[src/rtl/seq_mult_pkg.sv]
// Shared definitions for the sequential shift-and-add multiplier.
package seq_mult_pkg;

   // Operand width the existing adder supports
   localparam int DEF_WIDTH = 4;

   // Iteration counter width
   localparam int CNT_W = $clog2(DEF_WIDTH);

   // Controller states
   typedef enum logic [1:0] {
      S_IDLE = 2'd0,
      S_CALC = 2'd1,
      S_DONE = 2'd2
   } state_t;

endpackage

[src/rtl/part2.sv]
// Existing 4-bit ripple-carry adder used as the multiplier's add stage.
module part2 (
   input  logic [3:0] A,
   input  logic [3:0] B,
   input  logic       Cin,
   output logic [3:0] S,
   output logic       Cout
);

   logic [4:0] w_c;

   assign w_c[0] = Cin;

   // One full adder per bit, carry rippling upward
   for (genvar i = 0; i < 4; i++) begin : g_fa
      assign S[i]     = A[i] ^ B[i] ^ w_c[i];
      assign w_c[i+1] = (A[i] & B[i]) | (A[i] & w_c[i]) | (B[i] & w_c[i]);
   end

   assign Cout = w_c[4];

endmodule

[src/rtl/seq_mult4.sv]
// Sequential unsigned WIDTH x WIDTH multiplier: one add-and-shift step per
// cycle through the shared ripple-carry adder, valid/ready on both sides.
module seq_mult4
   import seq_mult_pkg::*;
#(
   parameter int WIDTH = DEF_WIDTH
) (
   input  logic               clk,
   input  logic               reset,
   input  logic               start,
   output logic               in_ready,
   input  logic [WIDTH-1:0]   mcand_in,
   input  logic [WIDTH-1:0]   mplr_in,
   output logic               out_valid,
   input  logic               out_ready,
   output logic [2*WIDTH-1:0] product
);

   state_t             r_state;
   state_t             w_next_state;
   logic [WIDTH-1:0]   r_mcand;
   logic [WIDTH-1:0]   r_acc_hi;
   logic [WIDTH-1:0]   r_acc_lo;
   logic [CNT_W-1:0]   r_count;
   logic [2*WIDTH-1:0] r_product;

   logic [WIDTH-1:0]   w_add_b;
   logic [WIDTH-1:0]   w_sum;
   logic               w_cout;
   logic [2*WIDTH-1:0] w_shifted;
   logic               w_accept;
   logic               w_last;

   // Partial-product term: add the multiplicand only when the current LSB is set
   assign w_add_b = r_acc_lo[0] ? r_mcand : '0;

   part2 u_add (
      .A    (r_acc_hi),
      .B    (w_add_b),
      .Cin  (1'b0),
      .S    (w_sum),
      .Cout (w_cout)
   );

   // {Cout,S,acc_lo} shifted right by one; the carry becomes the new MSB
   assign w_shifted = {w_cout, w_sum, r_acc_lo[WIDTH-1:1]};
   assign w_accept  = start & in_ready;
   assign w_last    = (r_count == CNT_W'(WIDTH - 1));

   // State register
   always_ff @(posedge clk) begin
      if (reset) r_state <= S_IDLE;
      else       r_state <= w_next_state;
   end

   // Next-state logic and state-decoded handshake outputs
   always_comb begin
      w_next_state = r_state;
      in_ready     = 1'b0;
      out_valid    = 1'b0;
      case (r_state)
         S_IDLE: begin
            in_ready = 1'b1;
            if (start) w_next_state = S_CALC;
         end
         S_CALC: begin
            if (w_last) w_next_state = S_DONE;
         end
         S_DONE: begin
            out_valid = 1'b1;
            if (out_ready) w_next_state = S_IDLE;
         end
         default: w_next_state = S_IDLE;
      endcase
   end

   // Operand load, iterative accumulate/shift and result capture
   always_ff @(posedge clk) begin
      if (reset) begin
         r_mcand   <= '0;
         r_acc_hi  <= '0;
         r_acc_lo  <= '0;
         r_count   <= '0;
         r_product <= '0;
      end else begin
         case (r_state)
            S_IDLE: begin
               if (w_accept) begin
                  r_mcand  <= mcand_in;
                  r_acc_lo <= mplr_in;
                  r_acc_hi <= '0;
                  r_count  <= '0;
               end
            end
            S_CALC: begin
               {r_acc_hi, r_acc_lo} <= w_shifted;
               // Counter wraps back to zero on the final step
               r_count <= r_count + CNT_W'(1);
               // Product is held in its own register so it survives the next load
               if (w_last) r_product <= w_shifted;
            end
            default: ;
         endcase
      end
   end

   assign product = r_product;

endmodule

[config.mk]
export PLATFORM = sky130hd
export DESIGN_NAME = seq_mult4
export DESIGN_NICKNAME = d
export VERILOG_FILES = /design/src/rtl/seq_mult_pkg.sv /design/src/rtl/part2.sv /design/src/rtl/seq_mult4.sv
export SDC_FILE = /design/constraint.sdc
export NUM_CORES = 1
export LEC_CHECK = 0
export BUFFER_PORTS_ARGS = -buffer_cell sky130_fd_sc_hd__buf_4
export CAP_MARGIN = 20
export CORE_MARGIN = 2
export CORE_UTILIZATION = 40
export CTS_CLUSTER_SIZE = 30
export DETAILED_ROUTE_END_ITERATION = 10
export SLEW_MARGIN = 20
export SYNTH_ARGS = -nofsm -noshare
export SYNTH_HDL_FRONTEND = slang
export SYNTH_SLANG_ARGS = --single-unit
[constraint.sdc]
create_clock -name clk -period 4.4 [get_ports clk]
set_input_delay 0.22 -clock clk [delete_from_list [all_inputs] [get_ports clk]]
set_output_delay 0.22 -clock clk [all_outputs]
set_load 0.01 [all_outputs]
==> flow_summary.json <==
{
  "r2r_cells": 10,
  "die-area_sq_mm": 0.00312,
  "htreeDepth": 1,
  "instances_no_fill": 160,
  "syn_nets": 128,
  "hp-start": "mcand_in[0]",
  "yosysMostFrequentCell": "dfxtp_1",
  "cts_inserted_buffers": 3,
  "die_y_um": 55.9,
  "clk_latency_ns": 0.32,
  "grt_antenna_before_repair": 0,
  "cts_tree": "built",
  "grt_pass1_wl_um": 3370,
  "worstMarginPinSlew_ns": 0.607,
  "min_path_cells": 3,
  "fin_skew_ns": 0.00316,
  "area_growth_pct": 18.5,
  "peakVddDrop_uv": 221,
  "cts_setup_buffers": 0,
  "ioPinCount": 22,
  "wl_per_cell_um": 11.9,
  "grt_pass1_vias": 753,
  "pwr_density_cell_mw_per_mm2": 338,
  "synth_cell_types": 24,
  "numPortBuffers": 21,
  "met3_length_um": 76,
  "placedCellCount": 156,
  "cp_max_fo": 5,
  "clock-sinks": 24,
  "clk_pin_slew_worst_paths_ns": 0.13,
  "post-route-drc-count": 0,
  "grt_overflow": 0,
  "start_util_pct": 42.7,
  "reg2reg_from": "r_acc_lo[0]$_SDFFE_PP0P_",
  "syn_inst": 111,
  "cp_data_required_time_ns": 4.62,
  "rows": 18,
  "hold_viol": 0,
  "p_leak_nw": 0.518,
  "regToRegSetupSlack_ns": 2.26,
  "first_pass_iters": 4,
  "outcome": "completed",
  "crit_path_end_kind": "flip-flop",
  "rsz0062_at_grt": "false",
  "grt_max_degree": 25,
  "die_w_um": 55.9,
  "nNetsFinal": 148,
  "antenna_cells": 0,
  "yosys_warnings": 0,
  "arrival_ns": 2.36,
  "ys_top_cells_by_count": "24 x dfxtp_1, 18 x nor2_1, 12 x nand2_1",
  "slew_viol_final": 0,
  "wl_met1_um": 914,
  "drt_iter0_markers": 15,
  "ys_top_cells_by_area": "dfxtp_1 45%, mux2i_1 9.3%, nor2_1 6.3%",
  "dp_hpwl_um": 1400,
  "setup_viol": 0,
  "post-route-min-period_ns": 2.14,
  "synth.yosys.seq_area_share_pct": 44.7,
  "wirelength_um": 1910,
  "hold_end": "r_mcand[0]$_SDFFE_PP0P_",
  "finalCoreUtilization_pct": 50.5,
  "place_area_sq_mm": 0.00122,
  "wl_met2_um": 882,
  "hp-class": "primary input to flip-flop",
  "synth_top_area_share_pct": 44.7,
  "synth_edf_count": 0,
  "startpoint_type": "flip-flop",
  "synth.avg_cell_area_sq_um": 9.69,
  "vias_per_cell": 4.96,
  "top_layer_used": "met4",
  "gp_congestion": 0.739,
  "vias": 794,
  "ctsLongestPathBuffers": 2,
  "r2r_end": "r_acc_hi[2]$_SDFFE_PP0P_",
  "ys_ff_latch": 24,
  "synthArstFlopShare_pct": 0,
  "cts_resized": 0,
  "fin_tns_setup_ns": 0,
  "cts_hold_buf": 0,
  "grt_usage_pct": 13.4,
  "fmax_mhz": 468,
  "yosys.area.top_type": "dfxtp_1",
  "fin_area_sq_mm": 0.00127,
  "drive_gt1_share_pct": 23.1,
  "critPathKind": "flip-flop to flip-flop",
  "syn-cell-area_sq_mm": 0.00108,
  "ant_nets": 0,
  "period_share_pct": 48.6,
  "core_sq_mm": 0.00252,
  "cts-root-buf": "clkbuf_4",
  "ys.flop_type": "dfxtp_1",
  "slew_headroom_pct": 59.5,
  "maxCapViolations": 0
}
worst max path at each step:
| stage | start | end | slack [ns] | cells after the start |
|---|---|---|---|---|
| floorplan | r_acc_lo[0]$_SDFFE_PP0P_ | r_acc_hi[2]$_SDFFE_PP0P_ | 2.36 | 10 |
| global placement | r_acc_lo[0]$_SDFFE_PP0P_ | r_acc_hi[2]$_SDFFE_PP0P_ | 2.32 | 10 |
| detailed placement | r_acc_lo[0]$_SDFFE_PP0P_ | r_acc_hi[2]$_SDFFE_PP0P_ | 2.27 | 10 |
| CTS | r_acc_lo[0]$_SDFFE_PP0P_ | r_acc_hi[2]$_SDFFE_PP0P_ | 2.24 | 10 |
| global route | r_acc_lo[0]$_SDFFE_PP0P_ | r_acc_hi[2]$_SDFFE_PP0P_ | 2.11 | 10 |
| finish | r_acc_lo[0]$_SDFFE_PP0P_ | r_acc_hi[2]$_SDFFE_PP0P_ | 2.26 | 10 |
stage by stage:
| step | setup WS (ns) | hold WS, ns | total power, W |
|---|---|---|---|
| after detailed placement | 2.27 | 0.448 | 0.000276 |
| after global routing | 2.11 | 0.120 | 0.000450 |
| after CTS | 2.24 | 0.124 | 0.000435 |
| after global placement | 2.32 | 0.444 | 0.000276 |
| after floorplan | 2.36 | 0.293 | 0.000264 |
| final | 2.26 | 0.127 | 0.000430 |
metal layers:
layer,GRT usage [%],vias to the layer above
met1,18.2,368
li1,-,408
met2,20.9,14
met5,0,-
met4,6.12,0
met3,2.33,4
final cells by class:
| type | count | area (sq um) |
|---|---|---|
| well taps | 30 | 37.5 |
| inverters | 6 | 22.5 |
| repair buffers | 21 | 158 |
| flip-flops and latches | 24 | 480 |
| clock buffers | 3 | 22.5 |
| multi-input cells | 75 | 524 |
| clock inverters | 1 | 30.0 |
| fillers | 254 | 1250 |
cell usage in the layout, fill, tap and decap left out, types with 2 or more instances in the layout:
cell / n
ha_1: 2
and2_1: 2
a22oi_1: 2
a2bb2oi_1: 3
mux2i_1: 10
clkbuf_4: 3
fa_1: 3
buf_4: 21
and2b_2: 2
a211oi_1: 7
dfxtp_1: 24
nand2_1: 12
inv_1: 6
a21oi_1: 6
nor2_1: 18
report_power, final:
group	internal, W	switching [W]	total, W	leakage, nW
sequential	0.000225	0.00000811	0.000233	0.196
clock	0.0000922	0.0000671	0.000159	0.0279
combinational	0.0000212	0.0000169	0.0000381	0.295
flip-flops by register name (all words and copies together), names as in the netlist:
signal,cells
product,8
r_acc_hi,4
r_acc_lo,4
r_count,2
r_mcand,4
r_state,2
worst max-delay path, cell delays in order (launching register included):
cell and delay, ns:
dfxtp_1 0.40, and2_1 0.14, ha_1 0.13, inv_1 0.04, fa_1 0.34, inv_1 0.07
fa_1 0.15, inv_1 0.05, fa_1 0.49, a2bb2oi_1 0.16, nor2_1 0.05
cells by family after synthesis:
group,count (synthesis),share of synthesized area (%)
AO/OA/AOI/OAI,20,13.1
adder cells (fa/ha/maj),5,7.91
buffers and inverters,12,6.63
flip-flops,24,44.7
multiplexers,10,9.30
AND/OR/NAND/NOR,40,18.4
No activity file was read; power rests on OpenSTA's default activity.
